## src/rtl/inst_fetch.sv

```systemverilog
// Program-counter / fetch-control stage feeding the instruction ROM.
// Ports:
//   Clk, Reset (sync, active-low)       clock and reset
//   Start                               begin a run from IDLE or HALTED
//   Stall                               hold PC this cycle
//   BranchEn, BranchRel, TargetSel      branch request through the target LUT
//   LutWe, LutAddr, LutData             target LUT write port
//   InstIn                              instruction for InstAddress (same cycle)
//   InstAddress                         current PC
//   Running, Done                       RUN / HALTED status
//   CycleCount                          saturating count of RUN cycles
module inst_fetch #(
  parameter int unsigned A  = 10,
  parameter int unsigned W  = 9,
  parameter int unsigned CW = 16
) (
  input  logic          Clk,
  input  logic          Reset,
  input  logic          Start,
  input  logic          Stall,
  input  logic          BranchEn,
  input  logic          BranchRel,
  input  logic [2:0]    TargetSel,
  input  logic          LutWe,
  input  logic [2:0]    LutAddr,
  input  logic [A-1:0]  LutData,
  input  logic [W-1:0]  InstIn,
  output logic [A-1:0]  InstAddress,
  output logic          Running,
  output logic          Done,
  output logic [CW-1:0] CycleCount
);

  localparam int unsigned LUT_N = 8;

  typedef enum logic [1:0] {
    S_IDLE,
    S_RUN,
    S_HALTED
  } state_e;

  state_e          state_q;
  logic [A-1:0]    pc_q;
  logic [CW-1:0]   cyc_q;
  logic            running_q;
  logic            done_q;
  logic [A-1:0]    lut_q [LUT_N];

  logic [A-1:0]    tgt;
  logic [A-1:0]    pc_d;
  logic [CW-1:0]   cyc_d;
  logic            halt;

  // Next PC while running and not stalled; LUT read sees pre-write contents.
  // Relative adds wrap mod 2^A, so high LUT values act as backward offsets.
  always_comb begin
    tgt   = lut_q[TargetSel];
    halt  = &InstIn;
    pc_d  = pc_q + A'(1);
    if (BranchEn) begin
      pc_d = BranchRel ? (pc_q + tgt) : tgt;
    end
    cyc_d = (&cyc_q) ? cyc_q : (cyc_q + CW'(1));
  end

  // Run-control FSM, PC, counter and target LUT.
  always_ff @(posedge Clk) begin
    if (!Reset) begin
      state_q   <= S_IDLE;
      pc_q      <= '0;
      cyc_q     <= '0;
      running_q <= 1'b0;
      done_q    <= 1'b0;
      for (int i = 0; i < int'(LUT_N); i++) begin
        lut_q[i] <= A'(i);
      end
    end else begin
      if (LutWe) begin
        lut_q[LutAddr] <= LutData;
      end
      case (state_q)
        S_IDLE, S_HALTED: begin
          if (Start) begin
            state_q   <= S_RUN;
            running_q <= 1'b1;
            done_q    <= 1'b0;
            pc_q      <= '0;
            cyc_q     <= '0;
          end
        end
        S_RUN: begin
          cyc_q <= cyc_d;
          // Stall masks both halt detection and branching.
          if (!Stall) begin
            if (halt) begin
              state_q   <= S_HALTED;
              running_q <= 1'b0;
              done_q    <= 1'b1;
            end else begin
              pc_q <= pc_d;
            end
          end
        end
        default: begin
          state_q   <= S_IDLE;
          running_q <= 1'b0;
          done_q    <= 1'b0;
        end
      endcase
    end
  end

  assign InstAddress = pc_q;
  assign Running     = running_q;
  assign Done        = done_q;
  assign CycleCount  = cyc_q;

endmodule

```

## config.mk

```make
export PLATFORM = sky130hd
export DESIGN_NAME = inst_fetch
export DESIGN_NICKNAME = d
export VERILOG_FILES = /design/src/rtl/inst_fetch.sv
export SDC_FILE = /design/constraint.sdc
export NUM_CORES = 1
export LEC_CHECK = 0
export CORE_ASPECT_RATIO = 1.25
export CORE_MARGIN = 8
export CORE_UTILIZATION = 34
export DETAILED_ROUTE_END_ITERATION = 10
export GPL_ROUTABILITY_DRIVEN = 0
export HOLD_SLACK_MARGIN = 0.05
export PLACE_DENSITY_LB_ADDON = 0.15
export RECOVER_POWER = 100
export REMOVE_ABC_BUFFERS = 1
export SYNTH_ARGS = -nofsm -noshare
export SYNTH_HDL_FRONTEND = slang
export SYNTH_SLANG_ARGS = --single-unit
```

## constraint.sdc

```tcl
create_clock -name Clk -period 3.7 [get_ports Clk]
set_input_delay 0.555 -clock Clk [delete_from_list [all_inputs] [get_ports Clk]]
set_output_delay 0.555 -clock Clk [all_outputs]
set_load 0.05 [all_outputs]
```

== Word-level counts from Yosys, hierarchy flattened ==
Memories as Yosys holds them, arrays and structs flattened.
Index checks and enable logic that the tools add are counted.

* Logic and storage cells: 53
* Memories: 1
* Bits in writable memories: 80
* Output and inout bits: 28
* Flip-flop bits (word level): 30

* Equality and inequality tests: 7
* Multiplexer cells: 28
* Reduce and logical (&&, ||, !) cells: 9
* Add/sub/neg operators: 3

{| class="wikitable"
|+ Memories
! memory !! words !! width !! rd ports !! clocked after memory_dff !! write ports !! RTL line !! source
|-
| lut_q || 8 || 10 || 1 || 0 || 8 || 47 || <nowiki>logic [A-1:0] lut_q [LUT_N];</nowiki>
|}

{| class="wikitable"
|+ Operators with widths
! cell !! number
|-
| two-way mux 10 bit || 6
|-
| two-way mux 16 bit || 2
|-
| case mux 16 bit (2 select lines) || 1
|-
| case mux 10 bit (2 select lines) || 1
|-
| adder 16 x 1 -> 16 bit, second input constant || 1
|-
| AND reduction 16 bit || 1
|-
| two-way mux 1 bit || 11
|-
| adder 10 x 1 -> 10 bit, second input constant || 1
|-
| adder 10 bit || 1
|-
| inequality test 2 bit, second input constant || 5
|-
| OR reduction 10 bit || 1
|-
| AND reduction 9 bit || 1
|-
| two-way mux 2 bit || 3
|-
| AND reduction 3 bit || 2
|-
| case mux 1 bit (2 select lines) || 2
|-
| case mux 2 bit (2 select lines) || 1
|-
| AND reduction 4 bit || 1
|-
| two-way mux 3 bit || 1
|-
| == test 2 x 1 -> 1 bit, second input constant || 1
|-
| == test 2 bit, second input constant || 1
|-
| zero test 2 bit || 1
|-
| nonzero test 2 bit || 1
|-
| OR reduction 2 bit || 1
|}

== Logic depth before layout (Yosys ltp) ==
An unclocked memory read counts as a cell.

* Word-level depth: 7
* Mapped depth: 12
* Mapped depth without buffers: 11

== Worst setup path before layout ==
No wires, ideal clock.

* Path type: input port to flip-flop
* From: in TargetSel[0]
* To: reg pc_q[8], in the netlist InstAddress[8]
* Setup slack: 0.563 ns
* Cell stages on the path: 12
* Arrival: 3.031 ns
* Path buffers: 1
* Path through: buf_2 -> mux4_2 -> mux2_2 -> ha_1 -> inv_1 -> fa_1 -> nor2b_1 -> o31a_1 -> o21ai_0 -> a21oi_1 -> xnor2_1 -> o311ai_0

* Cells in the longest elaborated chain, start to end: 7

{| class="wikitable"
|+ RTL lines
! what !! RTL line !! source
|-
| start, declared || 23 || <nowiki>input logic [2:0] TargetSel,</nowiki>
|-
| memory (8 x 10 bit) (*) || - ||
|-
| adder 10 bit || 61 || <nowiki>pc_d = BranchRel ? (pc_q + tgt) : tgt;</nowiki>
|-
| two-way mux 10 bit (*) || 61 ||
|-
| two-way mux 10 bit (*) || 60 || <nowiki>if (BranchEn) begin</nowiki>
|-
| two-way mux 10 bit (*) || 95 || <nowiki>if (halt) begin</nowiki>
|-
| two-way mux 10 bit (*) || 94 || <nowiki>if (!Stall) begin</nowiki>
|-
| case mux 10 bit (2 select lines) (*) || 81 || <nowiki>case (state_q)</nowiki>
|-
| end signal, assigned || 100 || <nowiki>pc_q <= pc_d;</nowiki>
|-
| end, declared || 43 || <nowiki>logic [A-1:0] pc_q;</nowiki>
|}

Mark *: on every way between the ends. The rest lies on a longest branch, timed or not. The select of a mux whose other input is x is not followed.
A chain may end at the register's enable or synchronous reset.

== Final worst setup path ==
Same ends and word-level chain as after synthesis.

==> summary.txt <==
Logic synthesis
  • Post-Synthesis Mean Instance Area: 11.8 µm²
  • Biggest area consumer among synthesized cells: sky130_fd_sc_hd__edfxtp_1
  • Multiplexer area fraction after synthesis: 10.5%
  • Library cell with the highest instance count after synthesis: sky130_fd_sc_hd__edfxtp_1
  • Ranking of synthesized cells by instance count: sky130_fd_sc_hd__edfxtp_1 (80), sky130_fd_sc_hd__and2_1 (69), sky130_fd_sc_hd__nor2_1 (40)
  • Number of synthesized flops with an enable pin: 80
  • Netlist area before placement: 5670 µm²
  • Sequential area share after synthesis: 52.6%
  • Distinct cell type count after synthesis: 62
  • Fraction of synthesized cell area taken by the top area cell type: a little over two fifths
  • Top post-synthesis cells by area: sky130_fd_sc_hd__edfxtp_1 (42%), sky130_fd_sc_hd__dfxtp_1 (10%), sky130_fd_sc_hd__mux4_2 (7.9%)
  • Total of warnings raised by yosys: 0
  • Arithmetic-cell share of the synthesized area counting full adders, half adders and majority gates: 2.78%
  • Instance count of the mapped netlist: 482
  • Synthesis-stage register bit count: 109
  • Area fraction in compound gates after synthesis: 9.33%
  • Ys async rst share: 0%
  • Simple-Gate Fraction of Synth Area: 19.1%
  • Combinational family with the most area after synthesis: simple AND/OR/NAND/NOR gates
  • Xor and xnor area share after synthesis: ~3.1%
  • Dominant register cell in the synthesized netlist: sky130_fd_sc_hd__edfxtp_1

Clock network
  • Clk pin slew, worst setup/hold paths: about 80 ps
  • Number of H-tree branching levels: 3
  • Clock tree from TritonCTS: yes
  • Number of buffers created by CTS: 9
  • Number of buffers added to fix hold violations after cts: 0
  • Clock Sinks: 109
  • Clock root cell: sky130_fd_sc_hd__clkbuf_16
  • Post-CTS setup buffer count: 0
  • Clock network latency to the later pin of the worst-skew pair: 350 ps
  • Resized Gates After CTS: 0
  • Maximum clock path buffer count: 2

Worst setup path
  • CP Launch Type: input port
  • Worst Path Buf+Inv: 2
  • Data required time at the worst endpoint: 3940 ps
  • Reg-to-reg critical path startpoint: lut_q[3][2]
  • Kind of end point of the critical path: register
  • Gate family responsible for the most delay along the worst path: compound AO/OA/AOI/OAI gates
  • Count of cells along the worst register-to-register path: 9
  • Critical-path top delay cell: sky130_fd_sc_hd__mux4_2
  • Worst path arrival time: 3690 ps
  • Type of the worst setup path: in2reg
  • Critical path fanouts, max: 11
  • Series of cell instances along the critical path: clkdlybuf4s50_1 > buf_12 > mux4_2 > mux2_1 > ha_1 > nor2b_1 > o31a_1 > o21ai_1 > a21oi_1 > xnor2_1 > o311ai_0
  • Minimum setup slack among reg-to-reg paths: 780 ps
  • Critical Path Start: TargetSel[0]
  • Largest stage delay on the critical path: roughly 520 ps
  • Worst reg2reg path endpoint: InstAddress[8]

Timing
  • Hold Vio Cnt, Final: 0
  • Number of endpoints failing setup at the final stage: 0
  • Setup TNS: 0 ps
  • RSZ-0062 raised after global routing: no
  • Worst Max-Slew Pin Slew: 809 ps
  • Slew Limit Headroom: a little under half
  • Final worst setup slack: 248 ps
  • Fin. max-slew vios: 0
  • Max Clk Rate: between 0.2 and 0.3 GHz
  • Clock tree skew after final layout: between 10 and 15 ps
  • Post-route fraction of the period consumed by the critical path: slightly above 90%
  • Post-route minimum period: 3450 ps

Hold path
  • Worst-case hold path end point: state_q[0]
  • Hold WC Path Type: reg2reg
  • Origin of the worst min-delay path: state_q[0]
  • Instance count along the most critical hold path: 2

Placement
  • Placed standard-cell area: 6670 µm²
  • Post-Place Setup Slack: -251 ps
  • Port Buffers: 59
  • Half-perimeter wire length after placement: 10.7 mm

GRT
  • GR Overflow Total: 0
  • Via count of the first global-routing pass: 4079
  • Total global-route track usage: 14.1%
  • Global-route wire length before repair: 23.2 mm
  • Largest net degree at the start of global routing: 24
  • Number of antenna violations at the first check in global routing: 0

Power and ir drop
  • Total power: 2750 µW
  • Static Leak: 0.00238 µW
  • Worst vdd ir: 0.216 mV
  • Power density over the cells: 399 nW/µm²

Drt
  • Total vias in the final route: 4033
  • Count of routing violations after the opening detailed-route iteration: around 220
  • Vias per cell: a little over 5
  • DRT Wirelength: 14.5 mm
  • First-pass iteration count of the detailed router: 4
  • # DRC: 0
  • Number of nets still failing antenna checks after routing: 0
  • Wirelength per Cell: 18.5 µm

Cells and area
  • Fraction of final layout cells sized beyond drive strength 1: 11.3%
  • Filler instances: between 1500 and 2000
  • Multi-input gate area in the final layout: 2520 µm²
  • Synthesis-to-finish area growth: 21.7%
  • Number of nets in the layout: 606
  • Ant. Diodes: 0
  • Post-Layout Inst Area: about 7000 µm²
  • Area of all sequential standard cells: between 2000 and 3000 µm²

Die
  • Initial Utilization: between 30% and 40%
  • Area of the core region: 16600 µm²
  • Site row count: 53
  • Width of the die: around 130 µm
  • Y dimension of the die: approximately 160 µm
  • Num ports: 60
  • Die Footprint: 21100 µm²

Outcome
  • Run status: completed

Job
  • Max Cap Violations: 0
through the flow:
stage	hold WS (ps)	utilization, %	std cells
2_1_floorplan	471	-	464
5_1_grt	540	41.6	787
6_report	516	41.6	787
3_5_place_dp	504	40.2	771
3_3_place_gp	491	40.2	771
4_1_cts	514	42.0	787
tightest hold or removal path: stages, from the launching register on:
cell and delay [ps]:
sky130_fd_sc_hd__dfxtp_1 350, sky130_fd_sc_hd__nand2_1 70, sky130_fd_sc_hd__a21oi_1 50
final cells by class:
class | count | area share, %
sequential | 109 | 43.2
multi-input combinational | 344 | 36.5
timing repair buffer | 87 | 11.4
tap | 220 | 3.99
clock buffer | 9 | 3.26
clock inverter | 7 | 1.05
inverter | 11 | 0.598
cells by family after synthesis:
logic type / count (synthesis)
XOR/XNOR: 20
adder cells (fa/ha/maj): 12
multiplexers: 33
AO/OA/AOI/OAI: 82
buffers and inverters: 29
AND/OR/NAND/NOR: 197
flip-flops: 109
layout by cell type, fill, tap and decap left out, types with 3 or more instances in the layout:
cell / Yosys / routed
sky130_fd_sc_hd__o21ai_0: 22 / 21
sky130_fd_sc_hd__nand2_1: 20 / 20
sky130_fd_sc_hd__inv_1: 10 / 10
sky130_fd_sc_hd__nand2b_1: 8 / 8
sky130_fd_sc_hd__or3_1: 11 / 11
sky130_fd_sc_hd__ha_1: 11 / 11
sky130_fd_sc_hd__xnor2_1: 18 / 18
sky130_fd_sc_hd__a2111oi_0: 2 / 3
sky130_fd_sc_hd__clkinv_1: 1 / 3
sky130_fd_sc_hd__and3_1: 5 / 5
sky130_fd_sc_hd__nor3b_1: 3 / 3
sky130_fd_sc_hd__inv_6: 0 / 3
sky130_fd_sc_hd__mux2i_1: 3 / 3
sky130_fd_sc_hd__a31oi_1: 3 / 3
sky130_fd_sc_hd__nor2b_1: 4 / 4
sky130_fd_sc_hd__nand3_1: 13 / 13
sky130_fd_sc_hd__a211oi_1: 12 / 12
sky130_fd_sc_hd__clkdlybuf4s50_1: 0 / 29
sky130_fd_sc_hd__mux2_2: 9 / 8
sky130_fd_sc_hd__clkbuf_16: 0 / 9
sky130_fd_sc_hd__nand4_1: 5 / 6
sky130_fd_sc_hd__and2_0: 0 / 43
sky130_fd_sc_hd__mux4_2: 20 / 20
sky130_fd_sc_hd__nor2_1: 40 / 40
sky130_fd_sc_hd__buf_4: 1 / 15
sky130_fd_sc_hd__a21oi_1: 22 / 22
sky130_fd_sc_hd__nor3_1: 8 / 8
sky130_fd_sc_hd__dfxtp_1: 29 / 29
sky130_fd_sc_hd__clkbuf_1: 12 / 11
sky130_fd_sc_hd__dlygate4sd3_1: 0 / 30
sky130_fd_sc_hd__edfxtp_1: 80 / 80
sky130_fd_sc_hd__and2_1: 69 / 26
how the worst max path moves through the flow:
stage | endpoint | slack [ps] | cells past startpoint
after global placement | InstAddress[8] | -90 | 13
after detailed placement | InstAddress[8] | -250 | 13
after floorplan | InstAddress[7] | 890 | 9
after CTS | InstAddress[8] | 110 | 13
final | InstAddress[8] | 250 | 11
after global routing | InstAddress[8] | 80 | 13
state kept, by name (all words and copies together) (netlist names):
register     flops
InstAddress     10
CycleCount      16
lut_q           80
state_q          2
Running          1
routing by layer:
metal / up-vias / GRT usage (%) / share of wire [%]
li1: 1957 / - / -
met5: - / 0 / 0
met2: 82 / 24.1 / 50
met4: 0 / 5.08 / 2.2
met3: 20 / 3.25 / 3.8
met1: 1974 / 16.9 / 44
report_power, final:
part | switching (µW) | internal [µW]
clock | 465 | 530
combinational | 200 | 160
sequential | 26.1 | 1370
No activity file was read; power rests on OpenSTA's default activity.
